## config.mk

```make
export PLATFORM = sky130hd
export DESIGN_NAME = serial_multiplier
export DESIGN_NICKNAME = d
export VERILOG_FILES = /design/src/rtl/serial_multiplier.sv
export SDC_FILE = /design/constraint.sdc
export NUM_CORES = 1
export LEC_CHECK = 0
export CAP_MARGIN = 15
export CELL_PAD_IN_SITES_DETAIL_PLACEMENT = 2
export CELL_PAD_IN_SITES_GLOBAL_PLACEMENT = 2
export CORE_MARGIN = 3
export CORE_UTILIZATION = 33
export CTS_CLUSTER_DIAMETER = 40
export CTS_CLUSTER_SIZE = 20
export DETAILED_ROUTE_END_ITERATION = 10
export MAX_ROUTING_LAYER = met4
export PLACE_DENSITY_LB_ADDON = 0.1
export SYNTH_ARGS = -nofsm -noshare
export SYNTH_HDL_FRONTEND = slang
export SYNTH_SLANG_ARGS = --single-unit
```

## constraint.sdc

```tcl
create_clock -name clock -period 14 [get_ports clock]
set_input_delay 4.2 -clock clock [delete_from_list [all_inputs] [get_ports clock]]
set_output_delay 4.2 -clock clock [all_outputs]
set_load 0.005 [all_outputs]
```

## src/rtl/serial_multiplier.sv

```systemverilog
// ============================================================================
// serial_multiplier : 32x32 radix-2 shift-add multiplier with optional 64-bit
// accumulate. Option macro: EARLY_TERM_EN (early MULT exit). Rev 1.0
// ============================================================================
`default_nettype none

`ifndef WordWidth
`define WordWidth 32
`endif

module serial_multiplier (
  input  logic                  clock,
  input  logic                  reset,
  input  logic                  in_Start,
  input  logic                  in_Signed,
  input  logic                  in_Accumulate,
  input  logic [`WordWidth-1:0] in_OperandA,
  input  logic [`WordWidth-1:0] in_OperandB,
  input  logic [`WordWidth-1:0] in_AccHi,
  input  logic [`WordWidth-1:0] in_AccLo,
  output logic                  out_Busy,
  output logic                  out_Valid,
  output logic [`WordWidth-1:0] out_ResultHi,
  output logic [`WordWidth-1:0] out_ResultLo
);

  localparam int W  = `WordWidth;
  localparam int CW = $clog2(W);

  typedef enum logic [2:0] {
    S_IDLE  = 3'd0,
    S_PREP  = 3'd1,
    S_MULT  = 3'd2,
    S_FIXUP = 3'd3,
    S_ACC   = 3'd4
  } state_t;

  state_t           r_state;
  state_t           w_next;
  logic [W-1:0]     r_a;
  logic [W-1:0]     r_mplier;
  logic [2*W-1:0]   r_mcand;
  logic [2*W-1:0]   r_prod;
  logic [2*W-1:0]   r_acc;
  logic [CW-1:0]    r_count;
  logic             r_signed;
  logic             r_accen;
  logic             r_neg;
  logic [W-1:0]     w_mag_a;
  logic [W-1:0]     w_mag_b;
  logic [2*W-1:0]   w_sum;
  logic             w_mult_done;

  assign w_mag_a = (r_signed && r_a[W-1])      ? (~r_a + 1'b1)      : r_a;
  assign w_mag_b = (r_signed && r_mplier[W-1]) ? (~r_mplier + 1'b1) : r_mplier;
  assign w_sum   = r_prod + (r_accen ? r_acc : '0);

`ifdef EARLY_TERM_EN
  // Stop once no set multiplier bits remain beyond the one consumed this cycle.
  assign w_mult_done = (r_count == CW'(W-1)) || (r_mplier[W-1:1] == '0);
`else
  assign w_mult_done = (r_count == CW'(W-1));
`endif

  always_ff @(posedge clock or posedge reset) begin
    if (reset) begin
      r_state <= S_IDLE;
    end else begin
      r_state <= w_next;
    end
  end

  always_comb begin
    w_next   = r_state;
    out_Busy = (r_state != S_IDLE);
    case (r_state)
      S_IDLE:  if (in_Start) w_next = S_PREP;
      S_PREP:  w_next = S_MULT;
      S_MULT:  if (w_mult_done) w_next = S_FIXUP;
      S_FIXUP: w_next = S_ACC;
      S_ACC:   w_next = S_IDLE;
      default: w_next = S_IDLE;
    endcase
  end

  always_ff @(posedge clock or posedge reset) begin
    if (reset) begin
      r_a          <= '0;
      r_mplier     <= '0;
      r_mcand      <= '0;
      r_prod       <= '0;
      r_acc        <= '0;
      r_count      <= '0;
      r_signed     <= 1'b0;
      r_accen      <= 1'b0;
      r_neg        <= 1'b0;
      out_Valid    <= 1'b0;
      out_ResultHi <= '0;
      out_ResultLo <= '0;
    end else begin
      out_Valid <= 1'b0;
      case (r_state)
        S_IDLE: begin
          if (in_Start) begin
            r_a      <= in_OperandA;
            r_mplier <= in_OperandB;
            r_acc    <= {in_AccHi, in_AccLo};
            r_signed <= in_Signed;
            r_accen  <= in_Accumulate;
          end
        end
        S_PREP: begin
          // Magnitudes only; the most negative value maps to itself as unsigned.
          r_mcand  <= {{W{1'b0}}, w_mag_a};
          r_mplier <= w_mag_b;
          r_neg    <= r_signed & (r_a[W-1] ^ r_mplier[W-1]);
          r_prod   <= '0;
          r_count  <= '0;
        end
        S_MULT: begin
          if (r_mplier[0]) r_prod <= r_prod + r_mcand;
          r_mcand  <= r_mcand << 1;
          r_mplier <= r_mplier >> 1;
          r_count  <= r_count + 1'b1;
        end
        S_FIXUP: begin
          if (r_neg) r_prod <= ~r_prod + 1'b1;
        end
        S_ACC: begin
          out_ResultHi <= w_sum[2*W-1:W];
          out_ResultLo <= w_sum[W-1:0];
          out_Valid    <= 1'b1;
        end
        default: ;
      endcase
    end
  end

endmodule

`default_nettype wire

```

## Word level (Yosys, flattened, before mapping)

Index checks and enable logic that the tools add are counted.

- Bits in registers: 332
- Output and inout bits: 66

- Equal/unequal tests: 10
- Mux-type cells: 14
- $add $sub $neg: 6
- Bitwise operators: 5
- Reduce and logical (&&, ||, !) cells: 11

Operator list:

| cell | number |
|---|---|
| two-way mux 64 bit | 3 |
| one-hot mux 64 bit (3 select lines) | 1 |
| adder 64 bit | 2 |
| one-hot mux 64 bit (2 select lines) | 1 |
| two-way mux 32 bit | 3 |
| one-hot mux 32 bit (3 select lines) | 1 |
| adder 32 x 1 -> 32 bit, second input constant | 2 |
| adder 64 x 1 -> 64 bit, second input constant | 1 |
| inverter 32 bit | 2 |
| inverter 64 bit | 1 |
| one-hot mux 3 bit (4 select lines) | 1 |
| inequality test 2 bit, second input constant | 5 |
| one-hot mux 5 bit (2 select lines) | 1 |
| nonzero test 3 bit | 3 |
| == test 3 x 2 -> 1 bit, second input constant | 2 |
| two-way mux 3 bit | 2 |
| AND reduction 3 bit | 2 |
| adder 5 x 1 -> 5 bit, second input constant | 1 |
| == test 5 bit, second input constant | 1 |
| AND reduction 2 bit | 2 |
| == test 3 x 1 -> 1 bit, second input constant | 1 |
| == test 3 bit, second input constant | 1 |
| zero test 3 bit | 1 |
| logical AND 1 bit | 2 |
| 4 further kinds | 4 |

## Depth between registers and ports, before layout

- Depth in word-level cells: 4
- Gate-level depth with buffers: 16
- Mapped depth without buffers: 14

## Worst setup path before layout

OpenSTA, ideal clock, no wires.

- Path kind: input to register
- Start point: input in_Start
- End point: register r_a[10]
- Stages: 4
- Path slack: 8.546 ns
- Data arrival time: 5.329 ns
- Cells stage by stage: and3_1 > clkbuf_1 > clkbuf_1 > mux2_2

- Cells in the longest elaborated chain, start to end: 1

Ends and longest elaborated chain:

| item | line | text |
|---|---|---|
| start, declared | 14 | `input logic in_Start,` |
| AND reduction 2 bit (no source line) | -- |  |
| end signal, assigned | 105 | `r_a <= in_OperandA;` |
| end, declared | 40 | `logic [W-1:0] r_a;` |

No other way between the ends.
A chain may end at the register's enable or synchronous reset.

## Final worst setup path

- Start point: register r_state[2]
- End point: output out_Busy

- Cells in the longest elaborated chain, start to end: 1

Ends and longest elaborated chain:

| item | line | text |
|---|---|---|
| start, declared | 38 | `state_t r_state;` |
| start signal, assigned | 69 | `r_state <= w_next;` |
| nonzero test 3 bit | 75 | `out_Busy = (r_state != S_IDLE);` |
| end, declared | 21 | `output logic out_Busy,` |

No other way between the ends.

==> flow_metrics.tcl <==
set metrics [dict create \
    hold_end "out_ResultHi[26]" \
    required_ns 9.80 \
    r2r_cells 14 \
    syn2layout_area_growth_pct 24.2 \
    postRouteAntennaNets 0 \
    path_buf_inv 1 \
    synthArstFlopShare 1.00 \
    die-area_um2 71500 \
    critPathKind "reg -> out" \
    clock_latency_ns 0.62 \
    initial_core_util 0.334 \
    setup-violations-final 0 \
    die_x_um 267 \
    critPathCaptureType "output port" \
    drive_gt1_frac 0.103 \
    ys_ff_latch 332 \
    ioPinCount 199 \
    drt_iter0_drc 983 \
    core-area_um2 67400 \
    drt-vias-per-instance 5.73 \
    worstReg2RegStart "r_prod[0]" \
    fin_crit_ns 6.34 \
    rsz0062_at_grt "false" \
    fin_nets 3011 \
    rows 95 \
    tns_ns 0 \
    routedWlPerCell_um 23.0 \
    yosysTopAreaCell "dfrtp_1" \
    netlist_instances 2578 \
    synth_cell_types 74 \
    clkTransAtPathRegs_ns 0.05 \
    top_usage_layer "met2" \
    drc 0 \
    drt-pass1-iter-count 6 \
    postCtsSetupRepairBufs 0 \
    cts_buffers 75 \
    post_cts_resized 0 \
    numPortBuffers 198 \
    grt_usage 0.244 \
    power.total_mw 7.19 \
    path_max_fanout 12 \
    root_buffer "clkbuf_16" \
    dpl_cell_area_um2 25400 \
    ff2ff_setup_slack_ns 9.15 \
    postSynthNetCount 2844 \
    maxSlewHeadroom 0.232 \
    path_cells "nor2_1, nand2_1, clkdlybuf4s50_1" \
    p_leak_nw 11.8 \
    cts_hold_buf 0 \
    fillers 7298 \
    yosysWarnings 0 \
    gr-total-overflow 0 \
    drv_cap 0 \
    cpLargestDelayFamily "flip-flops" \
    antenna_found_initial 1 \
    critPathLaunchType "flop" \
    vdd_ir_drop_max_mv 0.0984 \
    die_h_um 267 \
    synth_top_area_share 0.369 \
    hold_depth 2 \
    ys.flop_type "dfrtp_1" \
    cpPeakStageDelay_ns 0.54 \
    cts_max_level 3 \
    synth_most_common_cell "dfrtp_1" \
    ys_seq_area_frac 0.369 \
    hpwl_um 61500 \
    post-route-period-util 0.453 \
    clock.fmax_mhz 158 \
    synthTopCellsByArea "dfrtp_1, ha_1, o21ai_0, mux2_2, a21oi_1" \
    final_area_um2 28000 \
    crit_slowest_cell "dfrtp_1" \
    netlist_area_um2 22500 \
    use_met1 0.334 \
    tightestPinTransition_ns 1.15 \
    met2_usage 0.384 \
    clkPwrFrac 0.256 \
    gp_congestion 0.855 \
    grt_max_degree 153 \
    clock_sinks 332 \
    synth.top_cells.by_count "dfrtp_1, o21ai_0, nand2_1" \
    r2r-end "r_prod[60]" \
    clock_skew_ns 0.0325 \
    hold_path.startpoint "out_ResultHi[26]" \
    met3_usage 0.0323 \
    hold_class "reg -> reg" \
    swShare 0.448 \
    synth_edf_count 0 \
    outcome "complete, no violations" \
    p_comb_frac 0.479 \
    arrival_ns 2.14 \
    vias 21101 \
    p_per_area_nw_per_um2 257 \
    grt_pass1_wl_um 134000 \
    cts_tree "yes" \
    grt_pass1_vias 23036 \
    p_int_mw 3.97 \
    p_seq_frac 0.265 \
    clock_tree.buffer_depth 3 \
    finalWirelength_um 84600 \
    drv_slew 0 \
    switchingPower_mw 3.22 \
    hold_viol_final 0 \
    syn_avg_cell_area_um2 8.74 \
]
## state kept, by name, indices dropped and copies added (netlist names), 3 cells and up
register	flops
r_acc	64
r_mcand	64
r_prod	64
out_ResultHi	32
out_ResultLo	32
r_a	32
r_mplier	32
r_count	5
r_state	3
## layer usage
metal | up-vias | routed length [um] | share of wire
met2 | 357 | 38700 | 0.46
met5 | - | 0 | 0
met3 | 80 | 3090 | 0.036
met4 | 0 | 1150 | 0.014
met1 | 10752 | 41600 | 0.49
li1 | 9912 | - | -
## worst max-delay path by stage
stage | start | end | slack [ns] | depth (start not counted)
after detailed placement | in_Start | r_acc[42] | 7.18 | 4
after CTS | r_state[2] | out_Busy | 7.63 | 3
final | r_state[2] | out_Busy | 7.66 | 3
after global placement | in_Start | r_acc[42] | 7.28 | 4
after global routing | r_state[2] | out_Busy | 7.54 | 3
after floorplan | reset | out_ResultHi[0] | 0.60 | 1
## cell type report
cell class,instances,area [um^2],area share
clock inverters,55,719,0.0257
well taps,873,1090,0.0390
flip-flops and latches,332,8310,0.297
repair buffers,224,2190,0.0782
clock buffers,83,1930,0.0688
diodes,1,2.50,0.0000894
inverters,58,225,0.00804
multi-input cells,2054,13500,0.483
## cell usage in the layout (no fill, tap or decap), drive strengths merged, types with 13 or more instances in the layout
| cell type | n |
|---|---|
| a211oi | 17 |
| a21o | 59 |
| a21oi | 200 |
| a221oi | 29 |
| a22o | 44 |
| a22oi | 55 |
| a31oi | 22 |
| and2 | 74 |
| and3 | 18 |
| buf | 26 |
| clkbuf | 83 |
| clkdlybuf4s50 | 198 |
| clkinv | 26 |
| dfrtp | 332 |
| ha | 131 |
| inv | 65 |
| mux2 | 96 |
| nand2 | 258 |
| nand2b | 17 |
| nand3 | 34 |
| nand4 | 27 |
| nor2 | 144 |
| nor3 | 100 |
| nor4 | 30 |
| o21a | 13 |
| o21ai | 309 |
| o21bai | 29 |
| o31ai | 18 |
| or2 | 13 |
| or3 | 27 |
| xnor2 | 86 |
| xor2 | 60 |
## through the flow
stage               hold slack (ns)   util  setup WS, ns  cells
floorplan                     0.439      -         0.604   2578
global placement              0.461  0.376          7.28   3541
detailed placement            0.472  0.376          7.18   3541
CTS                           0.484  0.415          7.63   3679
global route                  0.516  0.415          7.54   3680
finish                        0.477  0.415          7.66   3680
## worst reg2reg max path: stages, from the launching register on
cell and delay (ns):
dfrtp_1 0.61, ha_1 0.27, inv_1 0.06, fa_1 0.43, nor2b_1 0.17, o31a_1 0.21
o41ai_1 0.13, o221a_2 0.27, o21ai_0 0.54, a21oi_1 0.33, o31ai_1 0.63, a31oi_1 0.29
nor3_1 0.44, mux2i_1 0.25, a21oi_1 0.08
## logic make-up (layout without fill, tap and decap cells)
kind of cell | Yosys count | after routing | share of synthesized area
AO/OA/AOI/OAI | 889 | 889 | 0.248
other | 0 | 1 | 0
adder cells (fa/ha/maj) | 133 | 133 | 0.0745
buffers and inverters | 192 | 420 | 0.0324
AND/OR/NAND/NOR | 787 | 787 | 0.171
XOR/XNOR | 146 | 146 | 0.0567
flip-flops | 332 | 332 | 0.369
multiplexers | 99 | 99 | 0.0493
## power by group through the flow
stage | sequential, mW | clock, mW | combinational [mW]
after floorplan | 1.67 | 0 | 2.36
after global placement | 1.87 | 0 | 3.28
after detailed placement | 1.90 | 0 | 3.43
after CTS | 1.90 | 1.88 | 3.48
after global routing | 1.97 | 1.94 | 3.85
final | 1.90 | 1.84 | 3.44
No activity file was read; power rests on OpenSTA's default activity.
